$ cat src/rtl/map_pkg.sv
// Shared types and constants for the mapper-select sequencer.
// Launcher control bits, config register addresses, CPU vectors and FSM states.
package map_pkg;

    typedef struct packed {
        logic ingame_menu;
        logic restore_app;
        logic start_app;
        logic buffer_num;
    } launcher_ctrl_t;

    localparam logic [3:0] REG_MAPPER   = 4'd0;
    localparam logic [3:0] REG_LAUNCHER = 4'd1;

    localparam logic [15:0] VEC_RESET  = 16'hFFFC;
    localparam logic [15:0] VEC_NMI    = 16'hFFFA;
    localparam logic [15:0] VEC_NMI_HI = 16'hFFFB;
    localparam logic [15:0] VEC_RESUME = 16'hFFEB;

    typedef enum logic [1:0] {IDLE, START, MENU, RESUME} seq_state_e;

    // Pending launcher request with the highest priority decides the hijack.
    function automatic seq_state_e launch_state(input launcher_ctrl_t c);
        if (c.start_app)   return START;
        if (c.restore_app) return RESUME;
        if (c.ingame_menu) return MENU;
        return IDLE;
    endfunction

endpackage

$ cat src/rtl/cdc_toggle_sync.sv
// Multi-stage synchronizer for an asynchronous level with a one-clk edge pulse.
// FALL_ONLY=1 pulses on falling edges only; otherwise any edge (toggle protocol).
module cdc_toggle_sync #(
    parameter int SYNC_STAGES = 2,
    parameter bit FALL_ONLY   = 1'b0
) (
    input  logic clk,
    input  logic reset_n,
    input  logic i_d,
    output logic o_pulse
);

    // SYNC_STAGES metastability stages plus one history stage for edge detect.
    logic [SYNC_STAGES:0] r_sync;

    always_ff @(posedge clk or negedge reset_n) begin
        if (!reset_n) r_sync <= '0;
        else          r_sync <= {r_sync[SYNC_STAGES-1:0], i_d};
    end

    generate
        if (FALL_ONLY) begin : g_fall
            assign o_pulse = r_sync[SYNC_STAGES] & ~r_sync[SYNC_STAGES-1];
        end else begin : g_any
            assign o_pulse = r_sync[SYNC_STAGES] ^ r_sync[SYNC_STAGES-1];
        end
    endgenerate

endmodule

$ cat src/rtl/map_select_seq.sv
// Mapper selection for N mappers: launcher/game select with vector-fetch hijack,
// CPU-reset detection, config-register CDC, PRG/CHR mask generation and status.
module map_select_seq
    import map_pkg::*;
#(
    parameter int MAP_CNT     = 7,
    parameter int ADDR_BITS   = 23,
    parameter int RST_CYCLES  = 255,
    parameter int SYNC_STAGES = 2,
    localparam int SEL_W      = $clog2(MAP_CNT)
) (
    input  logic                 clk,
    input  logic                 reset_n,
    input  logic                 m2,
    input  logic [15:0]          cpu_addr,
    input  logic                 cpu_rw,
    input  logic [15:0]          wr_reg,
    input  logic [3:0]           wr_reg_addr,
    input  logic                 wr_reg_changed,
    input  logic                 launcher_status,
    input  logic [7:0]           joy1,
    output logic [SEL_W-1:0]     select,
    output logic [SEL_W-1:0]     game_select,
    output logic [ADDR_BITS-1:0] prg_mask,
    output logic [ADDR_BITS-1:0] chr_mask,
    output logic [5:0]           map_args,
    output logic [3:0]           launcher_ctrl,
    output logic                 cpu_reset,
    output logic [31:0]          status_reg
);

    localparam int CNT_W = $clog2(RST_CYCLES + 1);

    logic w_m2_fall, w_wr_pulse, w_cpu_reset;

    cdc_toggle_sync #(.SYNC_STAGES(SYNC_STAGES), .FALL_ONLY(1'b1)) u_m2_sync (
        .clk(clk), .reset_n(reset_n), .i_d(m2), .o_pulse(w_m2_fall)
    );

    cdc_toggle_sync #(.SYNC_STAGES(SYNC_STAGES), .FALL_ONLY(1'b0)) u_wr_sync (
        .clk(clk), .reset_n(reset_n), .i_d(wr_reg_changed), .o_pulse(w_wr_pulse)
    );

    logic [CNT_W-1:0]     r_rst_cnt;
    logic [15:0]          r_addr_q;
    logic                 r_rw_q, r_commit;
    logic [8:0]           r_stat_lo;
    seq_state_e           r_state, w_state_nxt;
    logic [SEL_W-1:0]     r_sel, w_sel_nxt, r_game, w_game_nxt;
    logic [ADDR_BITS-1:0] r_prg, w_prg_nxt, r_chr, w_chr_nxt;
    logic [5:0]           r_args, w_args_nxt;
    logic                 r_err, w_err_nxt;
    launcher_ctrl_t       r_ctrl, w_ctrl_nxt, w_ctrl_wr;

    assign w_cpu_reset = (r_rst_cnt == CNT_W'(RST_CYCLES));

    // MAPPER-write decode: exponent -> masks, index -> game mapper.
    logic [4:0]           w_e, w_idx;
    logic                 w_e_ok, w_idx_ok;
    logic [ADDR_BITS-1:0] w_prg_new, w_chr_new;
    logic [SEL_W-1:0]     w_game_new;

    assign w_e        = wr_reg[9:5];
    assign w_idx      = wr_reg[4:0];
    assign w_e_ok     = (int'(w_e) < ADDR_BITS);
    assign w_idx_ok   = (w_idx != 5'd0) && (int'(w_idx) < MAP_CNT);
    assign w_prg_new  = w_e_ok ? ((ADDR_BITS'(1) << w_e) - ADDR_BITS'(1)) : '1;
    assign w_chr_new  = w_e_ok ? (ADDR_BITS'(1) << w_e) : '0;
    assign w_game_new = w_idx_ok ? w_idx[SEL_W-1:0] : '0;
    assign w_ctrl_wr  = launcher_ctrl_t'(wr_reg[3:0]);

    always_comb begin
        w_state_nxt = r_state;
        w_sel_nxt   = r_sel;
        w_game_nxt  = r_game;
        w_prg_nxt   = r_prg;
        w_chr_nxt   = r_chr;
        w_args_nxt  = r_args;
        w_err_nxt   = r_err;
        w_ctrl_nxt  = r_ctrl;
        if (w_cpu_reset) begin
            w_state_nxt = IDLE;
            w_sel_nxt   = '0;
            w_game_nxt  = '0;
            w_prg_nxt   = '0;
            w_chr_nxt   = '0;
            w_args_nxt  = '0;
            w_ctrl_nxt  = '0;
        end else begin
            if (w_wr_pulse && wr_reg_addr == REG_MAPPER) begin
                w_game_nxt = w_game_new;
                w_prg_nxt  = w_prg_new;
                w_chr_nxt  = w_chr_new;
                w_args_nxt = wr_reg[15:10];
                w_err_nxt  = !(w_e_ok && w_idx_ok);
            end
            // A launcher write overrides any FSM commit landing in the same clk.
            if (w_wr_pulse && wr_reg_addr == REG_LAUNCHER) begin
                w_ctrl_nxt  = w_ctrl_wr;
                w_state_nxt = launch_state(w_ctrl_wr);
            end else if (r_commit && r_rw_q) begin
                case (r_state)
                    START: if (r_addr_q == VEC_RESET) begin
                        w_sel_nxt            = r_game;
                        w_ctrl_nxt.start_app = 1'b0;
                        w_state_nxt          = IDLE;
                    end
                    MENU: if (r_addr_q == VEC_NMI) begin
                        w_sel_nxt = '0;
                    end else if (r_addr_q == VEC_NMI_HI) begin
                        w_ctrl_nxt.ingame_menu = 1'b0;
                        w_state_nxt            = IDLE;
                    end
                    RESUME: if (r_addr_q == VEC_RESUME) begin
                        w_sel_nxt              = r_game;
                        w_ctrl_nxt.restore_app = 1'b0;
                        w_state_nxt            = IDLE;
                    end
                    default: ;
                endcase
            end
        end
    end

    always_ff @(posedge clk or negedge reset_n) begin
        if (!reset_n) begin
            r_rst_cnt <= '0;
            r_addr_q  <= '0;
            r_rw_q    <= 1'b0;
            r_commit  <= 1'b0;
            r_stat_lo <= '0;
            r_state   <= IDLE;
            r_sel     <= '0;
            r_game    <= '0;
            r_prg     <= '0;
            r_chr     <= '0;
            r_args    <= '0;
            r_err     <= 1'b0;
            r_ctrl    <= '0;
        end else begin
            if (w_m2_fall)         r_rst_cnt <= '0;
            else if (!w_cpu_reset) r_rst_cnt <= r_rst_cnt + 1'b1;
            r_commit <= w_m2_fall;
            if (w_m2_fall) begin
                r_addr_q  <= cpu_addr;
                r_rw_q    <= cpu_rw;
                r_stat_lo <= {launcher_status, joy1};
            end
            r_state <= w_state_nxt;
            r_sel   <= w_sel_nxt;
            r_game  <= w_game_nxt;
            r_prg   <= w_prg_nxt;
            r_chr   <= w_chr_nxt;
            r_args  <= w_args_nxt;
            r_err   <= w_err_nxt;
            r_ctrl  <= w_ctrl_nxt;
        end
    end

    // Live-bus hijack switches the mapper inside the vector fetch itself.
    always_comb begin
        select = r_sel;
        if (r_state == START && cpu_rw && cpu_addr == VEC_RESET)
            select = r_game;
        else if (r_state == MENU && cpu_rw && cpu_addr == VEC_NMI)
            select = '0;
    end

    assign game_select   = r_game;
    assign prg_mask      = r_prg;
    assign chr_mask      = r_chr;
    assign map_args      = r_args;
    assign launcher_ctrl = r_ctrl;
    assign cpu_reset     = w_cpu_reset;
    assign status_reg    = {21'd0, r_err, w_cpu_reset, r_stat_lo};

endmodule

$ cat config.mk
export PLATFORM = sky130hd
export DESIGN_NAME = map_select_seq
export DESIGN_NICKNAME = d
export VERILOG_FILES = /design/src/rtl/map_pkg.sv /design/src/rtl/cdc_toggle_sync.sv /design/src/rtl/map_select_seq.sv
export SDC_FILE = /design/constraint.sdc
export NUM_CORES = 1
export LEC_CHECK = 0
export ABC_CLOCK_PERIOD_IN_PS = 1900
export CAP_MARGIN = 15
export CELL_PAD_IN_SITES_DETAIL_PLACEMENT = 0
export CELL_PAD_IN_SITES_GLOBAL_PLACEMENT = 1
export CORE_ASPECT_RATIO = 2
export CORE_UTILIZATION = 32
export CTS_CLUSTER_SIZE = 16
export DETAILED_ROUTE_END_ITERATION = 12
export PLACE_DENSITY_LB_ADDON = 0.2
export SLEW_MARGIN = 20
export SYNTH_ARGS = -nofsm -noshare
export SYNTH_HDL_FRONTEND = slang
export SYNTH_SLANG_ARGS = --single-unit
$ cat constraint.sdc
create_clock -name clk -period 1.9 [get_ports clk]
set_input_delay 0.57 -clock clk [delete_from_list [all_inputs] [get_ports clk]]
set_output_delay 0.57 -clock clk [all_outputs]
set_load 0.1 [all_outputs]
# Word level (Yosys, flattened, before mapping)

Index checks and enable logic that the tools add are counted.

Register bits: 106
Output and inout port bits: 95
RAM bits: 0
Memories kept: 0
Bits in latches: 0
Word-level logic and storage cells: 137
Input bits: 50
Memory bits (read-only): 0

Shifts and indexed selects: 1
Bitwise logic cells: 4
Muxes and demuxes: 59
$mul: 0
Add/sub/neg operators: 2
Equality and inequality tests: 21
Div/mod/pow operators: 0
Reduce and logical (&&, ||, !) cells: 30
Order comparisons: 2

Operators with widths:

| cell                                                       | count |
|---|---|
| two-way mux 23 bit                                         | 6 |
| == test 16 bit, second input constant                      | 6 |
| two-way mux 3 bit                                          | 13 |
| two-way mux 2 bit                                          | 13 |
| left shift 1 x 5 -> 23 bit, first input constant           | 1 |
| subtractor 23 x 1 -> 23 bit, second input constant         | 1 |
| nonzero test 3 bit                                         | 7 |
| two-way mux 1 bit                                          | 20 |
| two-way mux 8 bit                                          | 2 |
| inequality test 4 bit, second input constant               | 4 |
| two-way mux 6 bit                                          | 2 |
| inequality test 3 bit, second input constant               | 4 |
| AND reduction 6 bit                                        | 2 |
| nonzero test 5 bit                                         | 2 |
| logical AND 1 bit                                          | 9 |
| one-hot mux 3 bit (3 select lines)                         | 1 |
| adder 8 x 1 -> 8 bit, second input constant                | 1 |
| == test 8 bit, second input constant                       | 1 |
| one-hot mux 2 bit (3 select lines)                         | 1 |
| AND reduction 3 bit                                        | 2 |
| nonzero test 2 bit                                         | 3 |
| less-than comparator 5 x 3 -> 1 bit, second input constant | 1 |
| less-than comparator 5 bit, second input constant          | 1 |
| == test 2 bit, second input constant                       | 2 |
| other kinds (13)                                           | 14 |

# Logic depth before layout (Yosys ltp)

Depth in word-level cells: 16
Gate-level depth with buffers: 9
Mapped depth without buffers: 7

# Modules after synthesis

From an unflattened synthesis, not the netlist that was laid out.

Cells, all modules: 455
Area total of the unflattened synthesis: 4,868.4 sq um

By module, submodules not included:

| module                      | times used | seq. area each (sq um) | area an instance (sq um) | cells an instance |
|---|---|---|---|---|
| map_select_seq              | 1          | 2,502.4                | 4,695.8                  | 447 |
| cdc_toggle_sync (u_m2_sync) | 1          | 75.1                   | 88.8                     | 4 |
| cdc_toggle_sync (u_wr_sync) | 1          | 75.1                   | 83.8                     | 4 |

# Least setup slack after synthesis

Ideal clock, no wire load.

Path kind: input port to output port
Start: input port cpu_addr[14]
End: output port select[0]
Required time: 1.330 ns
Slack: -0.700 ns
Cell stages on the path: 4
Path buffers: 0
Data arrival time: 2.030 ns
Path through: and4_1 nand4_1 nor4_1 a22o_1

Cells in the longest elaborated chain, start to end: 4
Elaborated cells between the ends (all ways): 6
Classes of those cells: eq/ne: 2; mux: 2; reduce/logical: 2

RTL lines:

| element               | line                  | source |
|---|---|---|
| start: declaration    | map_select_seq.sv:15  | `input logic [15:0] cpu_addr,` |
| == test 16 bit        | map_select_seq.sv:165 | `else if (r_state == MENU && cpu_rw && cpu_addr == VEC_NMI)` |
| logical AND 1 bit     | map_select_seq.sv:165 |  |
| two-way mux 3 bit     | map_select_seq.sv:165 |  |
| two-way mux 3 bit (*) | map_select_seq.sv:163 | `if (r_state == START && cpu_rw && cpu_addr == VEC_RESET)` |
| end: declaration      | map_select_seq.sv:22  | `output logic [SEL_W-1:0] select,` |

Every way passes the cells marked *; elsewhere a longest branch is shown, timed or not.

# Worst setup path in the final report

Start: input port cpu_addr[3]
End: output port select[1]

Same word-level chain as after synthesis.

==> results_tabular.tex <==
\begin{tabular}{lr}
\hline
Metric & Value \\
\hline
\multicolumn{2}{l}{\textbf{Outcome}} \\
Status & finished, violations left \\
Violated checks & setup timing \\
\multicolumn{2}{l}{\textbf{Drt}} \\
Final ANT Viol Nets & 0 \\
Avg Vias per Cell & 4.824 \\
Detailed-routing iteration count for the pre-antenna-repair pass & 4 \\
Wire length reported by the detailed router & around 15000 um \\
Vias post-DR & approximately 4200 \\
Routed len/inst & 16.82 um \\
Post-route DRC & 0 \\
DRT iter0 DRCs & 164 \\
\multicolumn{2}{l}{\textbf{Synth}} \\
Async set-reset flop share out of synthesis & 100.0\% \\
Biggest area consumer among synthesized cells & sky130\_fd\_sc\_hd\_\_dfrtp\_1 \\
Yosys Warn Count & 0 \\
Leading cell type by number of instances after synthesis & sky130\_fd\_sc\_hd\_\_nand2\_1 \\
Most area-consuming cells after synthesis & sky130\_fd\_sc\_hd\_\_dfrtp\_1 (56\%), sky130\_fd\_sc\_hd\_\_nand2\_1 (11\%), sky130\_fd\_sc\_hd\_\_a22o\_1 (5.0\%) \\
Part of the Yosys area used for sequential elements & $\sim$56\% \\
Number of library cell types mapped by synthesis & 50 \\
Post-synth top area share & 56.40\% \\
Most used flip-flop cell after synthesis & sky130\_fd\_sc\_hd\_\_dfrtp\_1 \\
Average instance area after synthesis & 9.798 um2 \\
Synthesized area & around 4700 um2 \\
Number of instances in the synthesized netlist & 480 \\
Number of storage elements in the synthesis netlist & 106 \\
Top post-synthesis cells by count & sky130\_fd\_sc\_hd\_\_nand2\_1 (139), sky130\_fd\_sc\_hd\_\_dfrtp\_1 (106), sky130\_fd\_sc\_hd\_\_o21ai\_0 (32) \\
Number of enable-type register cells in the synthesized netlist & 0 \\
\multicolumn{2}{l}{\textbf{Floorplan}} \\
Die Ht & between 150 and 200 um \\
Core region area & between 10000 and 15000 um2 \\
Initial cell density of the core & between 30\% and 40\% \\
Die Outline Area & 15220 um2 \\
I/O pin total & 145 \\
FP Rows & 62 \\
Width of the die & 87.73 um \\
\multicolumn{2}{l}{\textbf{Timing}} \\
Final Hold Viols & 0 \\
Minimum period implied by the final worst setup slack & 2.383 ns \\
Period Utilization, post-route & 125.4\% \\
Setup Viol. Count Final & 5 \\
Worst Slack Setup Final & -0.4826 ns \\
Final max-slew violation count & 0 \\
Fmax & between 400 and 500 MHz \\
Worst-case hold slack & 0.1699 ns \\
Clock skew after layout & 0.01475 ns \\
Unrepaired setup endpoints after global routing & yes \\
\multicolumn{2}{l}{\textbf{Setup path}} \\
Reg-to-reg slack, setup & 0.08 ns \\
Data required time of the critical path & between 1 and 1.5 ns \\
Path type of the worst setup path & input pin to output port \\
Startpoint of the most critical register-to-register path & r\_rst\_cnt[1] \\
CP Launch Type & input pin \\
Maximum fanout along the worst path & 3 \\
Critical Path End Type & output port \\
Reg2Reg Capture Point & chr\_mask[5] \\
Length in cells of the worst reg-to-reg path & 10 \\
Arrival time of the worst setup path & 1.81 ns \\
\multicolumn{2}{l}{\textbf{Placed design}} \\
Total placed instance area & 7252 um2 \\
GP Congestion & $\sim$0.84 \\
Worst setup timing slack at the placement stage & -0.8067 ns \\
Count of input and output buffers & 123 \\
Detailed-placement wirelength estimate & 10830 um \\
\multicolumn{2}{l}{\textbf{CTS}} \\
CTS tree & done \\
Clock net sink count & 106 \\
Clock transition at the register clock pins on the worst setup and hold paths after CTS & 0.07 ns \\
CTS H-Tree Depth & 3 \\
Buffers from clock root to sink, at most & 2 \\
Clock latency of the later-clocked register in the worst-skew pair & 0.34 ns \\
Clock buffers created by TritonCTS & 9 \\
Hold-fix buffers, CTS & 0 \\
Root buffer cell & sky130\_fd\_sc\_hd\_\_clkbuf\_16 \\
\multicolumn{2}{l}{\textbf{Global routing}} \\
Largest net degree at the start of global routing & 34 \\
GRT Util Overall & 19.76\% \\
First-pass GRT wire length & 22760 um \\
Via count of the first global-routing pass & approximately 4400 \\
Antenna violations before repair & 1 \\
Total congestion overflow after global routing & 0 \\
\multicolumn{2}{l}{\textbf{Pwr}} \\
Max IR drop VDD & 0.7069 mV \\
Power Dens Cells & 1180 nW/um2 \\
Overall power & 9283 uW \\
P\_leak & 0.003670 uW \\
\multicolumn{2}{l}{\textbf{Cells and area}} \\
Share of layout cells above drive strength 1 & a little under a third \\
Filler Cell Count & between 1000 and 1500 \\
Final core utilization & 54.83\% \\
Net count reported at finish & 719 \\
Combined flip-flop and latch cell area & 2654 um2 \\
Area of all placed cells without fillers & 7869 um2 \\
Multi-input logic area & $\sim$2000 um2 \\
Area growth, synth to finish & 67.31\% \\
\multicolumn{2}{l}{\textbf{Hold path}} \\
Hold Path Class & input pin to asynchronous set/reset pin \\
\multicolumn{2}{l}{\textbf{Job}} \\
Max-capacitance violation count & 0 \\
\hline
\end{tabular}
[worst max-delay path by stage]
stage	startpoint	cells past startpoint	to	slack, ns
finish	cpu_addr[3]	6	select[1]	-0.48
global route	cpu_addr[3]	6	select[0]	-0.54
CTS	r_state[1]	6	select[1]	-0.54
detailed placement	cpu_rw	7	select[0]	-0.81
global placement	cpu_rw	7	select[0]	-0.77
floorplan	cpu_addr[1]	3	select[0]	-0.15
[stage by stage]
step / instances / setup TNS [ns]
finish: 863 / -1.654
floorplan: 500 / -0.4749
global placement: 825 / -26.15
global route: 863 / -1.977
CTS: 858 / -1.829
detailed placement: 825 / -28.79
[per-layer routing]
layer	GRT usage (%)	up-vias	share of wire, %
met5	0	-	0
met4	8.128	0	2.9
met3	4.048	24	4.2
met2	37.73	126	58
met1	19.77	2047	35
li1	-	1966	-
[cells in the final DEF (no fill, tap or decap), types with 5 or more instances in the layout]
cell type	n
sky130_fd_sc_hd__conb_1	21
sky130_fd_sc_hd__buf_12	78
sky130_fd_sc_hd__buf_6	8
sky130_fd_sc_hd__o21ai_1	6
sky130_fd_sc_hd__nand3b_1	7
sky130_fd_sc_hd__clkdlybuf4s50_1	27
sky130_fd_sc_hd__nand3_1	5
sky130_fd_sc_hd__and3_1	6
sky130_fd_sc_hd__dfrtp_1	105
sky130_fd_sc_hd__clkbuf_16	9
sky130_fd_sc_hd__clkbuf_2	5
sky130_fd_sc_hd__nor2_1	20
sky130_fd_sc_hd__a22o_1	24
sky130_fd_sc_hd__a21oi_1	14
sky130_fd_sc_hd__dlygate4sd2_1	6
sky130_fd_sc_hd__o21ai_0	24
sky130_fd_sc_hd__nand4_1	8
sky130_fd_sc_hd__clkdlybuf4s15_1	8
sky130_fd_sc_hd__nand2_1	136
sky130_fd_sc_hd__buf_4	66
[state kept, by name, indices dropped and copies added, names as in the netlist]
signal            flops
chr_mask             23
prg_mask             23
r_addr_q             16
r_stat_lo             9
r_rst_cnt             8
map_args              6
launcher_ctrl         4
game_select           3
r_sel                 3
u_m2_sync.r_sync      3
u_wr_sync.r_sync      3
r_state               2
r_commit              1
r_err                 1
r_rw_q                1
[critical path, stage by stage]
cell	delay, ns
sky130_fd_sc_hd__clkdlybuf4s15_1	0.22
sky130_fd_sc_hd__buf_4	0.13
sky130_fd_sc_hd__nand4_1	0.16
sky130_fd_sc_hd__nor4_4	0.38
sky130_fd_sc_hd__a22o_4	0.18
sky130_fd_sc_hd__buf_12	0.16
[cell families after synthesis]
| logic type | count (synthesis) | synth area share, % |
|---|---|---|
| AOI/OAI and AO/OA | 89 | 12.66 |
| adders and majority gates | 4 | 1.064 |
| other | 1 | 0.07973 |
| muxes | 3 | 0.6385 |
| DFF | 106 | 56.40 |
| buffers and inverters | 53 | 6.358 |
| and+or+nand+nor | 219 | 21.87 |
| xor gates and xnor gates | 5 | 0.9313 |
[what timing repair did]
action                     4_1_cts  5_1_grt
gates resized for setup         60       35
pin swaps                       18       18
cloned                           3        0
setup buffers                   14        6
setup endpoints to repair       55       47
[where the power goes]
group          switching [uW]  internal [uW]  total, uW
Clock                     819           1060       1880
Sequential                389           2620       3010
Combinational            2800           1590       4390
Total                    4010           5270       9280
[final cells by class]
| cell class | count | share of cell area (%) |
|---|---|---|
| well taps | 192 | 3.053 |
| diodes | 1 | 0.03180 |
| clock buffers | 12 | 3.132 |
| clock inverters | 4 | 0.6519 |
| repair buffers | 201 | 33.61 |
| multi-input cells | 341 | 25.41 |
| inverters | 6 | 0.3816 |
| flip-flops and latches | 106 | 33.73 |
Note: power is estimated with default switching activity, not from simulation.
